`src/rtl/gray_run_ctrl.sv`:
```
// gray_run_ctrl
//   Run controller for the Gray counter datapath. On start it clears the
//   counter for one cycle and then issues exactly tgt enable cycles.
//   Pause/resume and abort are supported. It also watches the counter's
//   Gray output for legal single-bit steps.
//
// Ports
//   clk        rising-edge clock
//   reset_L    asynchronous reset, active HIGH (name kept from the original)
//   start      begin a run (sampled in IDLE only)
//   stop       abort the run (highest priority)
//   pause      freeze counting (RUN only)
//   resume     continue counting (PAUSE only)
//   target     run length, latched on accepted start; 0 means 2^CNT_W
//   gray_in    Gray output of the counter
//   cnt_enable counter enable
//   cnt_clear  counter synchronous clear
//   busy       high in CLEAR, RUN or PAUSE
//   done       one-cycle pulse when a run completes
//   aborted    one-cycle pulse when stop ends a run
//   steps      enable cycles issued in the current run (CNT_W+1 bits)
//   err_gray   sticky Gray-sequence error
module gray_run_ctrl #(
  parameter int unsigned CNT_W = 5
) (
  input  logic             clk,
  input  logic             reset_L,
  input  logic             start,
  input  logic             stop,
  input  logic             pause,
  input  logic             resume,
  input  logic [CNT_W-1:0] target,
  input  logic [CNT_W-1:0] gray_in,
  output logic             cnt_enable,
  output logic             cnt_clear,
  output logic             busy,
  output logic             done,
  output logic             aborted,
  output logic [CNT_W:0]   steps,
  output logic             err_gray
);

  typedef enum logic [2:0] {
    S_IDLE,
    S_CLEAR,
    S_RUN,
    S_PAUSE,
    S_DONE
  } state_t;

  state_t state, state_nxt;

  logic [CNT_W:0]   tgt, tgt_nxt;
  logic [CNT_W:0]   steps_nxt, steps_inc;
  logic             run_last;
  logic             abort_evt;
  logic             accept_start;

  logic             en_nxt, clr_nxt, busy_nxt, done_nxt, aborted_nxt, err_nxt;

  logic             en_d, clr_d;
  logic [CNT_W-1:0] g_prev;
  logic [CNT_W-1:0] g_diff;
  logic             one_bit;
  logic             viol;

  assign accept_start = (state == S_IDLE) && start;
  assign steps_inc    = steps + (CNT_W+1)'(1);
  // Compare at full width so a run of 2^CNT_W terminates correctly.
  assign run_last     = (steps_inc == tgt);

  // State register
  always_ff @(posedge clk or posedge reset_L) begin
    if (reset_L) state <= S_IDLE;
    else         state <= state_nxt;
  end

  // Next-state logic
  always_comb begin
    state_nxt = state;
    abort_evt = 1'b0;
    unique case (state)
      S_IDLE:  if (start) state_nxt = S_CLEAR;
      S_CLEAR: begin
        if (stop) begin
          state_nxt = S_IDLE;
          abort_evt = 1'b1;
        end else begin
          state_nxt = S_RUN;
        end
      end
      S_RUN: begin
        if (stop) begin
          state_nxt = S_IDLE;
          abort_evt = 1'b1;
        end else if (run_last) begin
          state_nxt = S_DONE;
        end else if (pause) begin
          state_nxt = S_PAUSE;
        end
      end
      S_PAUSE: begin
        if (stop) begin
          state_nxt = S_IDLE;
          abort_evt = 1'b1;
        end else if (resume && !pause) begin
          state_nxt = S_RUN;
        end
      end
      S_DONE:  state_nxt = S_IDLE;
      default: state_nxt = S_IDLE;
    endcase
  end

  // Output / datapath next values; everything is registered so outputs
  // line up with the state they describe.
  always_comb begin
    en_nxt      = (state_nxt == S_RUN);
    clr_nxt     = (state_nxt == S_CLEAR);
    busy_nxt    = (state_nxt == S_CLEAR) || (state_nxt == S_RUN) ||
                  (state_nxt == S_PAUSE);
    done_nxt    = (state_nxt == S_DONE);
    aborted_nxt = abort_evt;

    tgt_nxt   = tgt;
    steps_nxt = steps;
    if (accept_start) begin
      tgt_nxt   = (target == '0) ? {1'b1, {CNT_W{1'b0}}} : {1'b0, target};
      steps_nxt = '0;
    end else if (state == S_RUN) begin
      // The edge leaving RUN (pause, stop or done) still counts its cycle.
      steps_nxt = steps_inc;
    end

    if (accept_start) err_nxt = 1'b0;
    else              err_nxt = err_gray | ((state != S_IDLE) && viol);
  end

  // Gray checker: history of the previous cycle's controls and code.
  assign g_diff  = gray_in ^ g_prev;
  assign one_bit = (g_diff != '0) && ((g_diff & (g_diff - CNT_W'(1))) == '0);

  always_comb begin
    viol = 1'b0;
    if (clr_d)     viol = (gray_in != '0);
    else if (en_d) viol = !one_bit;
    else           viol = (gray_in != g_prev);
  end

  always_ff @(posedge clk or posedge reset_L) begin
    if (reset_L) begin
      cnt_enable <= 1'b0;
      cnt_clear  <= 1'b0;
      busy       <= 1'b0;
      done       <= 1'b0;
      aborted    <= 1'b0;
      err_gray   <= 1'b0;
      steps      <= '0;
      tgt        <= '0;
      en_d       <= 1'b0;
      clr_d      <= 1'b0;
      g_prev     <= '0;
    end else begin
      cnt_enable <= en_nxt;
      cnt_clear  <= clr_nxt;
      busy       <= busy_nxt;
      done       <= done_nxt;
      aborted    <= aborted_nxt;
      err_gray   <= err_nxt;
      steps      <= steps_nxt;
      tgt        <= tgt_nxt;
      en_d       <= cnt_enable;
      clr_d      <= cnt_clear;
      g_prev     <= gray_in;
    end
  end

endmodule

```
`config.mk`:
```
export PLATFORM = sky130hd
export DESIGN_NAME = gray_run_ctrl
export DESIGN_NICKNAME = d
export VERILOG_FILES = /design/src/rtl/gray_run_ctrl.sv
export SDC_FILE = /design/constraint.sdc
export NUM_CORES = 1
export LEC_CHECK = 0
export CORE_AREA = 2 2 62 64
export CTS_CLUSTER_SIZE = 25
export DETAILED_ROUTE_END_ITERATION = 10
export DIE_AREA = 0 0 64 66
export PLACE_DENSITY = 0.7
export SYNTH_ARGS = -nofsm -noshare
export SYNTH_HDL_FRONTEND = slang
export SYNTH_SLANG_ARGS = --single-unit
```
`constraint.sdc`:
```
create_clock -name clk -period 2.3 [get_ports clk]
set_input_delay 0.46 -clock clk [delete_from_list [all_inputs] [get_ports clk]]
set_output_delay 0.46 -clock clk [all_outputs]
set_load 0.05 [all_outputs]
```
==> flow_results.xml, run 1 <==
<?xml version="1.0" encoding="UTF-8"?>
<metrics>
  <group name="critical_path">
    <metric name="timing.reg2reg.worst_path_depth" unit="">6</metric>
    <metric name="reg2reg_setup_slack" unit="ns">0.48</metric>
    <metric name="cpPeakStageDelay" unit="ns">0.86</metric>
    <metric name="critPathArrivalTime" unit="ns">1.73</metric>
    <metric name="crit_chain" unit="">clkdlybuf4s50_1</metric>
    <metric name="path_delay_family" unit="">buffers and inverters</metric>
    <metric name="worst_ep_required_time" unit="ns">1.84</metric>
    <metric name="critical_path.n_buffers_inverters" unit="">1</metric>
    <metric name="r2r_start" unit="">steps[0]</metric>
    <metric name="end_kind" unit="">primary output</metric>
    <metric name="criticalPathCategory" unit="">reg -&gt; out</metric>
    <metric name="crit_path_start_kind" unit="">flip-flop</metric>
    <metric name="regToRegEndpoint" unit="">busy</metric>
    <metric name="cell_at_the_slowest_stage_of_the_critical_path" unit="">sky130_fd_sc_hd__clkdlybuf4s50_1</metric>
    <metric name="crit_fanout" unit="">9</metric>
  </group>
  <group name="placed_design">
    <metric name="gp_congestion" unit="">0.841</metric>
    <metric name="portBuffers" unit="">27</metric>
    <metric name="placedInstanceArea" unit="um^2">1670</metric>
    <metric name="dp_worst_setup_slack" unit="ns">0.0938</metric>
    <metric name="place.detailed.hpwl" unit="mm">1.97</metric>
  </group>
  <group name="logic_synthesis">
    <metric name="synth.yosys.seq_area_share" unit="%">52.0</metric>
    <metric name="cell_count_after_synthesis" unit="">127</metric>
    <metric name="yosysWarnings" unit="">0</metric>
    <metric name="synth.cell_area" unit="um^2">1350</metric>
    <metric name="postSynthNetCount" unit="">144</metric>
    <metric name="post_synth.cell_area_avg" unit="um^2">10.6</metric>
    <metric name="synth_cell_types" unit="">33</metric>
    <metric name="postSynthRegisterBits" unit="">28</metric>
  </group>
  <group name="cts">
    <metric name="cts_buffers" unit="">3</metric>
    <metric name="insertion_delay" unit="ns">0.33</metric>
    <metric name="clk_pin_slew_worst_paths" unit="ns">0.15</metric>
    <metric name="post-cts-setup-buffer-count" unit="">0</metric>
    <metric name="clockRootBuffer" unit="">sky130_fd_sc_hd__clkbuf_4</metric>
    <metric name="ctsHtreeMaxLevel" unit="">1</metric>
    <metric name="clkSinkCount" unit="">28</metric>
    <metric name="ctsHoldBuffers" unit="">0</metric>
    <metric name="cts_resized" unit="">0</metric>
    <metric name="cts_tree" unit="">done</metric>
    <metric name="cts_buffer_depth" unit="">2</metric>
  </group>
  <group name="sta">
    <metric name="timing_max_transition_violations_final" unit="">0</metric>
    <metric name="slew_at_the_pin_closest_to_its_max_slew_limit" unit="ns">0.609</metric>
    <metric name="fmaxAchievable" unit="MHz">456</metric>
    <metric name="clock_skew" unit="ns">0.00652</metric>
    <metric name="finalWorstPathRequiredPeriod" unit="ns">2.19</metric>
    <metric name="report.final.setup_viol" unit="">0</metric>
    <metric name="rsz0062_at_grt" unit="">no</metric>
    <metric name="timing.final.crit_share" unit="%">95.4</metric>
    <metric name="finalSetupTns" unit="ns">0</metric>
    <metric name="holdWs" unit="ns">0.397</metric>
    <metric name="layout_setup_ws" unit="ns">0.105</metric>
    <metric name="slew_headroom" unit="%">59.4</metric>
    <metric name="final_hold_viol_count" unit="">0</metric>
  </group>
  <group name="floorplanning">
    <metric name="coreArea" unit="um^2">3550</metric>
    <metric name="row_count" unit="">22</metric>
    <metric name="die_span_x" unit="um">64</metric>
    <metric name="initial_utilization" unit="%">37.9</metric>
    <metric name="die_footprint" unit="um^2">4220</metric>
    <metric name="die_h" unit="um">66</metric>
    <metric name="top_level_ports" unit="">28</metric>
  </group>
  <group name="route">
    <metric name="route.detailed.drc" unit="">0</metric>
    <metric name="routedWlPerCell" unit="um">12.6</metric>
    <metric name="drt-initial-drc-count" unit="">45</metric>
    <metric name="vias" unit="">1032</metric>
    <metric name="post_drt_via_cell_ratio" unit="">5.03</metric>
    <metric name="firstDrtPassIters" unit="">4</metric>
    <metric name="routed_wirelength" unit="mm">2.59</metric>
    <metric name="drtAntennaViolNets" unit="">0</metric>
  </group>
  <group name="power">
    <metric name="power.net_switching" unit="mW">0.830</metric>
    <metric name="internal-power" unit="mW">1.08</metric>
    <metric name="swShare" unit="%">43.5</metric>
    <metric name="ir_drop" unit="mV">0.358</metric>
    <metric name="power.combinational.fraction" unit="%">46.9</metric>
    <metric name="power.static_leakage" unit="nW">0.737</metric>
    <metric name="cell_area_power_density" unit="nW/um^2">1120</metric>
    <metric name="seq_power_share" unit="%">40.5</metric>
    <metric name="clkPwrFrac" unit="%">12.6</metric>
  </group>
  <group name="worst_hold_path">
    <metric name="min_to" unit="">en_d</metric>
    <metric name="worst_hold_startpoint" unit="">cnt_enable</metric>
    <metric name="hold_path.class" unit="">reg -&gt; reg</metric>
    <metric name="timing.hold.worst_path_depth" unit="">0</metric>
  </group>
  <group name="finish">
    <metric name="synthesis_to_finish_area_growth" unit="%">26.8</metric>
    <metric name="share_of_the_core_filled_with_cells" unit="%">48.1</metric>
    <metric name="insertedDiodeCount" unit="">0</metric>
    <metric name="final_layout_size_suffix_gt1_share" unit="%">8.28</metric>
    <metric name="num-nets-final" unit="">175</metric>
    <metric name="final_area" unit="um^2">1710</metric>
  </group>
  <group name="grt">
    <metric name="grt_pass1_vias" unit="">1032</metric>
    <metric name="wire_length_of_the_first_global_routing_pass" unit="mm">4.57</metric>
    <metric name="overall_global_routing_usage" unit="%">13.8</metric>
    <metric name="grt-ovfl-total" unit="">0</metric>
    <metric name="grt_start_max_net_pins" unit="">29</metric>
    <metric name="grt_antenna_before_repair" unit="">0</metric>
  </group>
  <group name="run">
    <metric name="max_capacitance_violation_total" unit="">0</metric>
  </group>
  <group name="outcome">
    <metric name="run_status" unit="">complete, no violations</metric>
  </group>
</metrics>
==> worst register-to-register path, delay by kind of cell (launching register included) <==
kind	cells	cell delay [ns]
and+or+nand+nor	4	0.85
adders and majority gates	1	0.25
DFF	1	0.49
AOI/OAI and AO/OA	1	0.13
==> sequential cells by signal, summed over array words and instances, names as in the netlist <==
register    flops
g_prev          5
done            1
clr_d           1
cnt_clear       1
aborted         1
steps           6
en_d            1
err_gray        1
tgt             6
cnt_enable      1
state           3
busy            1
==> worst max path at each step <==
stage | start | to | slack, ns | cells after the start
after floorplan | steps[0] | busy | 0.29 | 6
after global placement | gray_in[3] | err_gray | 0.22 | 6
after detailed placement | gray_in[3] | err_gray | 0.09 | 6
after CTS | steps[3] | steps[3] | 0.1 | 1
after global routing | steps[3] | steps[3] | 0.03 | 1
final | steps[3] | steps[3] | 0.11 | 1
==> synthesized netlist by cell type <==
cell type / count / area, um^2
sky130_fd_sc_hd__buf_6: 1 / 11.3
sky130_fd_sc_hd__xnor2_1: 6 / 52.6
sky130_fd_sc_hd__nor2b_1: 1 / 6.26
sky130_fd_sc_hd__a211oi_1: 1 / 7.51
sky130_fd_sc_hd__dfrtp_1: 28 / 701
sky130_fd_sc_hd__nor3b_1: 4 / 30.0
sky130_fd_sc_hd__clkinv_1: 1 / 3.75
sky130_fd_sc_hd__o221ai_1: 1 / 8.76
sky130_fd_sc_hd__nor4_1: 1 / 6.26
sky130_fd_sc_hd__inv_1: 3 / 11.3
sky130_fd_sc_hd__mux2i_1: 1 / 10.0
sky130_fd_sc_hd__ha_1: 1 / 12.5
sky130_fd_sc_hd__o41ai_1: 2 / 17.5
sky130_fd_sc_hd__o31ai_1: 4 / 30.0
sky130_fd_sc_hd__o21a_1: 1 / 7.51
sky130_fd_sc_hd__xor2_1: 9 / 78.8
sky130_fd_sc_hd__o2111ai_2: 1 / 15.0
sky130_fd_sc_hd__nand3_1: 4 / 20.0
sky130_fd_sc_hd__or4_1: 1 / 7.51
sky130_fd_sc_hd__nor3_1: 2 / 10.0
sky130_fd_sc_hd__o21ai_0: 7 / 35.0
sky130_fd_sc_hd__a2111oi_0: 1 / 8.76
sky130_fd_sc_hd__and3_4: 2 / 22.5
sky130_fd_sc_hd__nand3b_1: 1 / 7.51
sky130_fd_sc_hd__buf_2: 2 / 10.0
sky130_fd_sc_hd__and3_1: 2 / 12.5
sky130_fd_sc_hd__a22oi_4: 1 / 21.3
sky130_fd_sc_hd__nand2_1: 22 / 82.6
sky130_fd_sc_hd__a21oi_1: 1 / 5.00
sky130_fd_sc_hd__nor2_1: 9 / 33.8
sky130_fd_sc_hd__a2111oi_2: 2 / 30.0
sky130_fd_sc_hd__or3_4: 1 / 11.3
sky130_fd_sc_hd__a31oi_1: 3 / 18.8
==> cells in the final DEF (no fill, tap or decap), types with 2 or more instances in the layout <==
master	Yosys	layout
sky130_fd_sc_hd__a2111oi_2	2	2
sky130_fd_sc_hd__a31oi_1	3	3
sky130_fd_sc_hd__and3_1	2	2
sky130_fd_sc_hd__and3_4	2	2
sky130_fd_sc_hd__buf_4	0	2
sky130_fd_sc_hd__clkbuf_4	0	3
sky130_fd_sc_hd__clkdlybuf4s50_1	0	27
sky130_fd_sc_hd__dfrtp_1	28	28
sky130_fd_sc_hd__inv_1	3	3
sky130_fd_sc_hd__nand2_1	22	22
sky130_fd_sc_hd__nand3_1	4	4
sky130_fd_sc_hd__nor2_1	9	9
sky130_fd_sc_hd__nor3_1	2	2
sky130_fd_sc_hd__nor3b_1	4	4
sky130_fd_sc_hd__o21ai_0	7	7
sky130_fd_sc_hd__o31ai_1	4	4
sky130_fd_sc_hd__o41ai_1	2	2
sky130_fd_sc_hd__xnor2_1	6	6
sky130_fd_sc_hd__xor2_1	9	9
==> cell type report <==
type | count | area [um^2]
Fill cell | 312 | 1840
Sequential cell | 28 | 701
Multi-Input combinational cell | 92 | 609
Timing Repair Buffer | 29 | 285
Tap cell | 48 | 60.1
Clock buffer | 4 | 36.3
Inverter | 4 | 15.0
==> layer usage <==
| metal | global-route usage (%) | routed length, um | vias up | part of all wire, % |
|---|---|---|---|---|
| met3 | 1.70 | 90 | 4 | 3.5 |
| li1 | - | - | 512 | - |
| met4 | 7.34 | 61 | 0 | 2.4 |
| met1 | 16.9 | 1190 | 495 | 46 |
| met5 | 0 | 0 | - | 0 |
| met2 | 23.7 | 1250 | 21 | 48 |
==> metrics by stage <==
step / instances / total power, mW
CTS: 205 / 1.92
global route: 205 / 2.04
floorplan: 127 / 1.43
detailed placement: 201 / 1.68
finish: 205 / 1.91
global placement: 201 / 1.66
==> cell families after synthesis <==
family          synth area share [%]
mux                            0.744
compound gates                  15.2
simple gates                    18.6
fa+ha+maj                      0.929
buf+inv                         2.69
xor+xnor                        9.76
flops                           52.0
==> power by group through the flow <==
stage / sequential [mW] / clock, mW / combinational (mW)
after global routing: 0.798 / 0.266 / 0.980
final: 0.772 / 0.239 / 0.894
after CTS: 0.774 / 0.247 / 0.902
after global placement: 0.774 / 0 / 0.886
after floorplan: 0.930 / 0 / 0.503
after detailed placement: 0.785 / 0 / 0.899
(Power assumes the default switching activity.)
==> inputs of run 2 (changes only) <==
--- a/config.mk
+++ b/config.mk
@@ -9,7 +9,7 @@
 export CTS_CLUSTER_SIZE = 25
 export DETAILED_ROUTE_END_ITERATION = 10
 export DIE_AREA = 0 0 64 66
-export PLACE_DENSITY = 0.7
+export PLACE_DENSITY = 0.6
 export SYNTH_ARGS = -nofsm -noshare
 export SYNTH_HDL_FRONTEND = slang
 export SYNTH_SLANG_ARGS = --single-unit
==> run 2 against run 1 <==
Compared with the run above: clock power up 34%; flip-flop and latch count unchanged; combinational power increased by 1%; global-route usage shrank 0.075 points; cell area increased by 0.95%; hold slack about the same; sequential power shrank 0.6%; setup slack better by 0.020 ns; critical path type unchanged; largest cell class unchanged.
==> flow_results.xml, run 2 (synthesized netlist as in run 1, its figures left out) <==
<?xml version="1.0" encoding="UTF-8"?>
<metrics>
  <group name="outcome">
    <metric name="run_status" unit="">complete, no violations</metric>
  </group>
  <group name="finish">
    <metric name="final_area" unit="um^2">1720</metric>
    <metric name="insertedDiodeCount" unit="">0</metric>
    <metric name="n_fill_cell" unit="">343</metric>
    <metric name="fin_cells" unit="">205</metric>
    <metric name="num-nets-final" unit="">175</metric>
    <metric name="final_layout_size_suffix_gt1_share" unit="%">8.28</metric>
    <metric name="seq_area" unit="um^2">701</metric>
    <metric name="share_of_the_core_filled_with_cells" unit="%">48.5</metric>
    <metric name="reg_top3" unit="">steps: 6 flops, tgt: 6 flops, g_prev: 5 flops</metric>
    <metric name="multi_input_gate_area_in_the_final_layout" unit="um^2">609</metric>
    <metric name="synthesis_to_finish_area_growth" unit="%">28.0</metric>
    <metric name="layout_commonest_cell" unit="">sky130_fd_sc_hd__dfrtp_1</metric>
    <metric name="layout_common_cells" unit="">sky130_fd_sc_hd__dfrtp_1 (28), sky130_fd_sc_hd__clkdlybuf4s50_1 (27), sky130_fd_sc_hd__nand2_1 (22)</metric>
  </group>
  <group name="floorplanning">
    <metric name="top_level_ports" unit="">28</metric>
    <metric name="die_span_x" unit="um">64</metric>
    <metric name="row_count" unit="">22</metric>
    <metric name="die_h" unit="um">66</metric>
    <metric name="initial_utilization" unit="%">37.9</metric>
    <metric name="coreArea" unit="um^2">3550</metric>
    <metric name="die_footprint" unit="um^2">4220</metric>
  </group>
  <group name="critical_path">
    <metric name="critPathArrivalTime" unit="ns">1.72</metric>
    <metric name="r2r_start" unit="">steps[0]</metric>
    <metric name="worst_ep_required_time" unit="ns">1.84</metric>
    <metric name="reg2reg_setup_slack" unit="ns">0.50</metric>
    <metric name="path_delay_family" unit="">buffers and inverters</metric>
    <metric name="criticalPathCategory" unit="">reg -&gt; out</metric>
    <metric name="crit_path_start_kind" unit="">flip-flop</metric>
    <metric name="timing.reg2reg.worst_path_depth" unit="">6</metric>
    <metric name="cpPeakStageDelay" unit="ns">0.86</metric>
    <metric name="cell_at_the_slowest_stage_of_the_critical_path" unit="">sky130_fd_sc_hd__clkdlybuf4s50_1</metric>
    <metric name="crit_fanout" unit="">8</metric>
    <metric name="end_kind" unit="">primary output</metric>
    <metric name="critical_path.n_buffers_inverters" unit="">1</metric>
    <metric name="crit_chain" unit="">clkdlybuf4s50_1</metric>
    <metric name="regToRegEndpoint" unit="">cnt_enable</metric>
  </group>
  <group name="grt">
    <metric name="grt_antenna_before_repair" unit="">0</metric>
    <metric name="wire_length_of_the_first_global_routing_pass" unit="mm">4.50</metric>
    <metric name="grt_start_max_net_pins" unit="">29</metric>
    <metric name="overall_global_routing_usage" unit="%">13.7</metric>
    <metric name="grt-ovfl-total" unit="">0</metric>
    <metric name="grt_pass1_vias" unit="">1033</metric>
  </group>
  <group name="placed_design">
    <metric name="gp_congestion" unit="">0.824</metric>
    <metric name="placedInstanceArea" unit="um^2">1670</metric>
    <metric name="portBuffers" unit="">27</metric>
    <metric name="place.detailed.hpwl" unit="mm">2.02</metric>
    <metric name="dp_worst_setup_slack" unit="ns">0.131</metric>
    <metric name="place_inst" unit="">201</metric>
  </group>
  <group name="sta">
    <metric name="fmaxAchievable" unit="MHz">460</metric>
    <metric name="final_hold_viol_count" unit="">0</metric>
    <metric name="finalWorstPathRequiredPeriod" unit="ns">2.18</metric>
    <metric name="finalSetupTns" unit="ns">0</metric>
    <metric name="slew_headroom" unit="%">58.3</metric>
    <metric name="holdWs" unit="ns">0.397</metric>
    <metric name="rsz0062_at_grt" unit="">no</metric>
    <metric name="timing.final.crit_share" unit="%">94.6</metric>
    <metric name="timing_max_transition_violations_final" unit="">0</metric>
    <metric name="clock_skew" unit="ns">0.00322</metric>
    <metric name="report.final.setup_viol" unit="">0</metric>
    <metric name="layout_setup_ws" unit="ns">0.125</metric>
    <metric name="slew_at_the_pin_closest_to_its_max_slew_limit" unit="ns">0.625</metric>
  </group>
  <group name="cts">
    <metric name="post-cts-setup-buffer-count" unit="">0</metric>
    <metric name="cts_buffers" unit="">3</metric>
    <metric name="ctsHtreeMaxLevel" unit="">1</metric>
    <metric name="cts_resized" unit="">0</metric>
    <metric name="ctsHoldBuffers" unit="">0</metric>
    <metric name="clkSinkCount" unit="">28</metric>
    <metric name="cts_tree" unit="">done</metric>
    <metric name="insertion_delay" unit="ns">0.33</metric>
    <metric name="clk_pin_slew_worst_paths" unit="ns">0.15</metric>
    <metric name="clockRootBuffer" unit="">sky130_fd_sc_hd__clkbuf_4</metric>
    <metric name="cts_buffer_depth" unit="">2</metric>
  </group>
  <group name="worst_hold_path">
    <metric name="min_to" unit="">en_d</metric>
    <metric name="hold_path.class" unit="">reg -&gt; reg</metric>
    <metric name="worst_hold_startpoint" unit="">cnt_enable</metric>
    <metric name="timing.hold.worst_path_depth" unit="">0</metric>
  </group>
  <group name="route">
    <metric name="routedWlPerCell" unit="um">12.6</metric>
    <metric name="firstDrtPassIters" unit="">4</metric>
    <metric name="drt-initial-drc-count" unit="">43</metric>
    <metric name="vias" unit="">1023</metric>
    <metric name="drtAntennaViolNets" unit="">0</metric>
    <metric name="post_drt_via_cell_ratio" unit="">4.99</metric>
    <metric name="route.detailed.drc" unit="">0</metric>
    <metric name="routed_wirelength" unit="mm">2.59</metric>
  </group>
  <group name="power">
    <metric name="internal-power" unit="mW">1.16</metric>
    <metric name="clkPwrFrac" unit="%">16.1</metric>
    <metric name="seq_power_share" unit="%">38.6</metric>
    <metric name="fin_total_pwr" unit="mW">1.99</metric>
    <metric name="power.static_leakage" unit="nW">0.744</metric>
    <metric name="ir_drop" unit="mV">0.417</metric>
    <metric name="power.combinational.fraction" unit="%">45.4</metric>
    <metric name="cell_area_power_density" unit="nW/um^2">1160</metric>
    <metric name="swShare" unit="%">42.0</metric>
    <metric name="power.net_switching" unit="mW">0.835</metric>
  </group>
  <group name="run">
    <metric name="max_capacitance_violation_total" unit="">0</metric>
  </group>
</metrics>
==> run 2: cell count changes in the layout (fill, tap and decap cells not counted) <==
cell / before / now
sky130_fd_sc_hd__bufinv_16: 0 / 1
sky130_fd_sc_hd__clkbuf_8: 1 / 0
==> run 2: power by group through the flow <==
stage / registers [mW] / clock network, mW / logic (mW)
5_1_grt: 0.791 / 0.349 / 0.988
6_report: 0.767 / 0.320 / 0.903
3_5_place_dp: 0.780 / 0 / 0.909
4_1_cts: 0.770 / 0.330 / 0.914
3_3_place_gp: 0.777 / 0 / 0.895
2_1_floorplan: 0.930 / 0 / 0.503
==> run 2: worst reg2reg max path: stages (launching register included) <==
cell	delay, ns
sky130_fd_sc_hd__dfrtp_1	0.48
sky130_fd_sc_hd__ha_1	0.25
sky130_fd_sc_hd__nand3_1	0.13
sky130_fd_sc_hd__or3_4	0.43
sky130_fd_sc_hd__and3_4	0.19
sky130_fd_sc_hd__a22oi_4	0.13
sky130_fd_sc_hd__a21oi_1	0.10
==> run 2: how the worst max path moves through the flow <==
stage	startpoint	end	slack (ns)	depth (start not counted)
2_1_floorplan	steps[0]	busy	0.29	6
3_3_place_gp	gray_in[3]	err_gray	0.20	6
3_5_place_dp	gray_in[3]	err_gray	0.13	6
4_1_cts	steps[2]	steps[2]	0.10	1
5_1_grt	steps[3]	steps[3]	0.04	1
6_report	steps[2]	steps[2]	0.12	1
==> run 2: layout make-up <==
type	count	area share, %
sequential	28	40.7
tap	48	3.49
inverter	4	0.871
timing repair buffer	29	16.6
clock buffer	3	1.31
clock inverter	1	1.74
multi-input combinational	92	35.4
==> run 2: metal layers <==
metal	part of all wire [%]	global-route usage [%]
met3	3.9	2.56
met1	45	16.9
met4	1.4	6.79
met2	49	23.0
met5	0	0
==> inputs of run 3 (changes only) <==
--- a/config.mk
+++ b/config.mk
@@ -5,10 +5,10 @@
 export SDC_FILE = /design/constraint.sdc
 export NUM_CORES = 1
 export LEC_CHECK = 0
-export CORE_AREA = 2 2 62 64
+export CORE_AREA = 5 5 65 67
 export CTS_CLUSTER_SIZE = 25
 export DETAILED_ROUTE_END_ITERATION = 10
-export DIE_AREA = 0 0 64 66
+export DIE_AREA = 0 0 70 72
 export PLACE_DENSITY = 0.6
 export SYNTH_ARGS = -nofsm -noshare
 export SYNTH_HDL_FRONTEND = slang
==> constraint.sdc (replaced) <==
create_clock -name clk -period 2.3 [get_ports clk]
set_input_delay 0.23 -clock clk [delete_from_list [all_inputs] [get_ports clk]]
set_output_delay 0.23 -clock clk [all_outputs]
set_load 0.05 [all_outputs]
==> run 3 against run 2 <==
Compared with the run above: combinational power is 0.4% higher; final cell count stayed put; first-iteration DRC count is 65% higher; sequential share of layout area stayed put; critical path type unchanged; clock skew is 0.0090 ns higher; via count is 2.8% higher; clock power is 1% lower; register-to-register slack worse by 0.02 ns; hold slack worse by 0.16 ns.
==> flow_results.xml, run 3 (synthesized netlist as in run 1, its figures left out) <==
<?xml version="1.0" encoding="UTF-8"?>
<metrics>
  <group name="outcome">
    <metric name="run_status" unit="">complete, no violations</metric>
  </group>
  <group name="grt">
    <metric name="met1_usage" unit="%">15.4</metric>
    <metric name="grt_start_max_net_pins" unit="">29</metric>
    <metric name="wire_length_of_the_first_global_routing_pass" unit="mm">4.68</metric>
    <metric name="grt_antenna_before_repair" unit="">0</metric>
    <metric name="grt-ovfl-total" unit="">0</metric>
    <metric name="grt_busiest_layer" unit="">met2</metric>
    <metric name="globalRouteMet3Util" unit="%">3.60</metric>
    <metric name="grt_pass1_vias" unit="">982</metric>
    <metric name="global_route.usage.met2" unit="%">18.4</metric>
    <metric name="overall_global_routing_usage" unit="%">11.6</metric>
  </group>
  <group name="route">
    <metric name="drtAntennaViolNets" unit="">0</metric>
    <metric name="post_drt_via_cell_ratio" unit="">5.13</metric>
    <metric name="vias" unit="">1052</metric>
    <metric name="route.detailed.drc" unit="">0</metric>
    <metric name="firstDrtPassIters" unit="">4</metric>
    <metric name="routedWlPerCell" unit="um">13.2</metric>
    <metric name="drt-initial-drc-count" unit="">71</metric>
    <metric name="routed_wirelength" unit="mm">2.70</metric>
  </group>
  <group name="critical_path">
    <metric name="reg2reg_setup_slack" unit="ns">0.48</metric>
    <metric name="timing.reg2reg.worst_path_depth" unit="">6</metric>
    <metric name="end_kind" unit="">primary output</metric>
    <metric name="critPathArrivalTime" unit="ns">1.72</metric>
    <metric name="path_delay_family" unit="">buffers and inverters</metric>
    <metric name="crit_chain" unit="">clkdlybuf4s50_1</metric>
    <metric name="r2r_start" unit="">steps[0]</metric>
    <metric name="cell_at_the_slowest_stage_of_the_critical_path" unit="">sky130_fd_sc_hd__clkdlybuf4s50_1</metric>
    <metric name="cpPeakStageDelay" unit="ns">0.86</metric>
    <metric name="crit_fanout" unit="">9</metric>
    <metric name="critical_path.n_buffers_inverters" unit="">1</metric>
    <metric name="worst_ep_required_time" unit="ns">2.07</metric>
    <metric name="criticalPathCategory" unit="">reg -&gt; out</metric>
    <metric name="regToRegEndpoint" unit="">busy</metric>
    <metric name="crit_path_start_kind" unit="">flip-flop</metric>
  </group>
  <group name="power">
    <metric name="seq_power_share" unit="%">38.6</metric>
    <metric name="power.net_switching" unit="mW">0.837</metric>
    <metric name="clkPwrFrac" unit="%">15.9</metric>
    <metric name="cell_area_power_density" unit="nW/um^2">1160</metric>
    <metric name="swShare" unit="%">42.0</metric>
    <metric name="power.static_leakage" unit="nW">0.744</metric>
    <metric name="fin_total_pwr" unit="mW">1.99</metric>
    <metric name="power.combinational.fraction" unit="%">45.5</metric>
    <metric name="ir_drop" unit="mV">0.601</metric>
    <metric name="internal-power" unit="mW">1.16</metric>
  </group>
  <group name="finish">
    <metric name="final_layout_size_suffix_gt1_share" unit="%">8.28</metric>
    <metric name="n_fill_cell" unit="">338</metric>
    <metric name="share_of_the_core_filled_with_cells" unit="%">48.1</metric>
    <metric name="num-nets-final" unit="">175</metric>
    <metric name="reg_top3" unit="">steps: 6 flops, tgt: 6 flops, g_prev: 5 flops</metric>
    <metric name="insertedDiodeCount" unit="">0</metric>
    <metric name="layout_commonest_cell" unit="">sky130_fd_sc_hd__dfrtp_1</metric>
    <metric name="synthesis_to_finish_area_growth" unit="%">28.0</metric>
    <metric name="layout_common_cells" unit="">sky130_fd_sc_hd__dfrtp_1 (28), sky130_fd_sc_hd__clkdlybuf4s50_1 (27), sky130_fd_sc_hd__nand2_1 (22)</metric>
    <metric name="final_area" unit="um^2">1720</metric>
  </group>
  <group name="cts">
    <metric name="post-cts-setup-buffer-count" unit="">0</metric>
    <metric name="cts_resized" unit="">0</metric>
    <metric name="cts_buffer_depth" unit="">2</metric>
    <metric name="clk_pin_slew_worst_paths" unit="ns">0.15</metric>
    <metric name="clkSinkCount" unit="">28</metric>
    <metric name="cts_tree" unit="">done</metric>
    <metric name="cts_buffers" unit="">3</metric>
    <metric name="clockRootBuffer" unit="">sky130_fd_sc_hd__clkbuf_4</metric>
    <metric name="insertion_delay" unit="ns">0.33</metric>
    <metric name="ctsHtreeMaxLevel" unit="">1</metric>
    <metric name="ctsHoldBuffers" unit="">0</metric>
  </group>
  <group name="placed_design">
    <metric name="place.detailed.hpwl" unit="mm">2.13</metric>
    <metric name="gp_congestion" unit="">0.773</metric>
    <metric name="portBuffers" unit="">27</metric>
    <metric name="placedInstanceArea" unit="um^2">1670</metric>
  </group>
  <group name="sta">
    <metric name="clock_skew" unit="ns">0.0122</metric>
    <metric name="finalWorstPathRequiredPeriod" unit="ns">1.95</metric>
    <metric name="timing.final.crit_share" unit="%">84.7</metric>
    <metric name="finalSetupTns" unit="ns">0</metric>
    <metric name="report.final.setup_viol" unit="">0</metric>
    <metric name="rsz0062_at_grt" unit="">no</metric>
    <metric name="fmaxAchievable" unit="MHz">514</metric>
    <metric name="timing_max_transition_violations_final" unit="">0</metric>
    <metric name="slew_headroom" unit="%">58.1</metric>
    <metric name="final_hold_viol_count" unit="">0</metric>
    <metric name="slew_at_the_pin_closest_to_its_max_slew_limit" unit="ns">0.629</metric>
  </group>
  <group name="floorplanning">
    <metric name="die_footprint" unit="um^2">5040</metric>
    <metric name="top_level_ports" unit="">28</metric>
    <metric name="die_h" unit="um">72</metric>
    <metric name="die_span_x" unit="um">70</metric>
    <metric name="initial_utilization" unit="%">37.6</metric>
    <metric name="coreArea" unit="um^2">3580</metric>
    <metric name="row_count" unit="">22</metric>
  </group>
  <group name="run">
    <metric name="max_capacitance_violation_total" unit="">0</metric>
  </group>
  <group name="worst_hold_path">
    <metric name="hold_path.class" unit="">in -&gt; async</metric>
  </group>
</metrics>
run 3: cell counts in the layout (fill, tap and decap cells not counted):
Identical to the previous run, type by type.
run 3: final cells by class:
class / count / area, um^2 / share of cell area (%)
Sequential cell: 28 / 701 / 40.7
Multi-Input combinational cell: 92 / 609 / 35.4
Timing Repair Buffer: 29 / 285 / 16.6
Tap cell: 48 / 60.1 / 3.49
Clock inverter: 1 / 30.0 / 1.74
Clock buffer: 3 / 22.5 / 1.31
Inverter: 4 / 15.0 / 0.871
run 3: worst max-delay path by stage:
stage	depth (start not counted)	slack, ns	from	endpoint
floorplan	6	0.29	steps[0]	busy
global placement	6	0.44	gray_in[3]	err_gray
detailed placement	6	0.41	gray_in[3]	err_gray
CTS	1	0.33	steps[2]	steps[2]
global route	1	0.27	steps[3]	steps[3]
finish	1	0.35	steps[3]	steps[3]
run 3: per-layer routing:
layer  up-vias  part of all wire (%)  wire [um]
met5         -                     0          0
met4         0                  0.44         12
met3         2                   5.1        139
met2        28                    47       1270
met1       507                    47       1280
li1        515                     -          -
run 3: power by group through the flow:
stage / Combinational (mW) / Clock, mW / Sequential [mW]
after floorplan: 0.503 / 0 / 0.930
after global placement: 0.898 / 0 / 0.776
after detailed placement: 0.917 / 0 / 0.780
after CTS: 0.919 / 0.328 / 0.770
after global routing: 0.991 / 0.348 / 0.797
final: 0.907 / 0.316 / 0.769
run 3: stage by stage:
step	hold slack, ns	setup WS, ns	std cells
2_1_floorplan	0.261	0.286	127
3_3_place_gp	0.359	0.442	201
3_5_place_dp	0.361	0.410	201
4_1_cts	0.238	0.332	205
5_1_grt	0.247	0.270	205
6_report	0.236	0.353	205
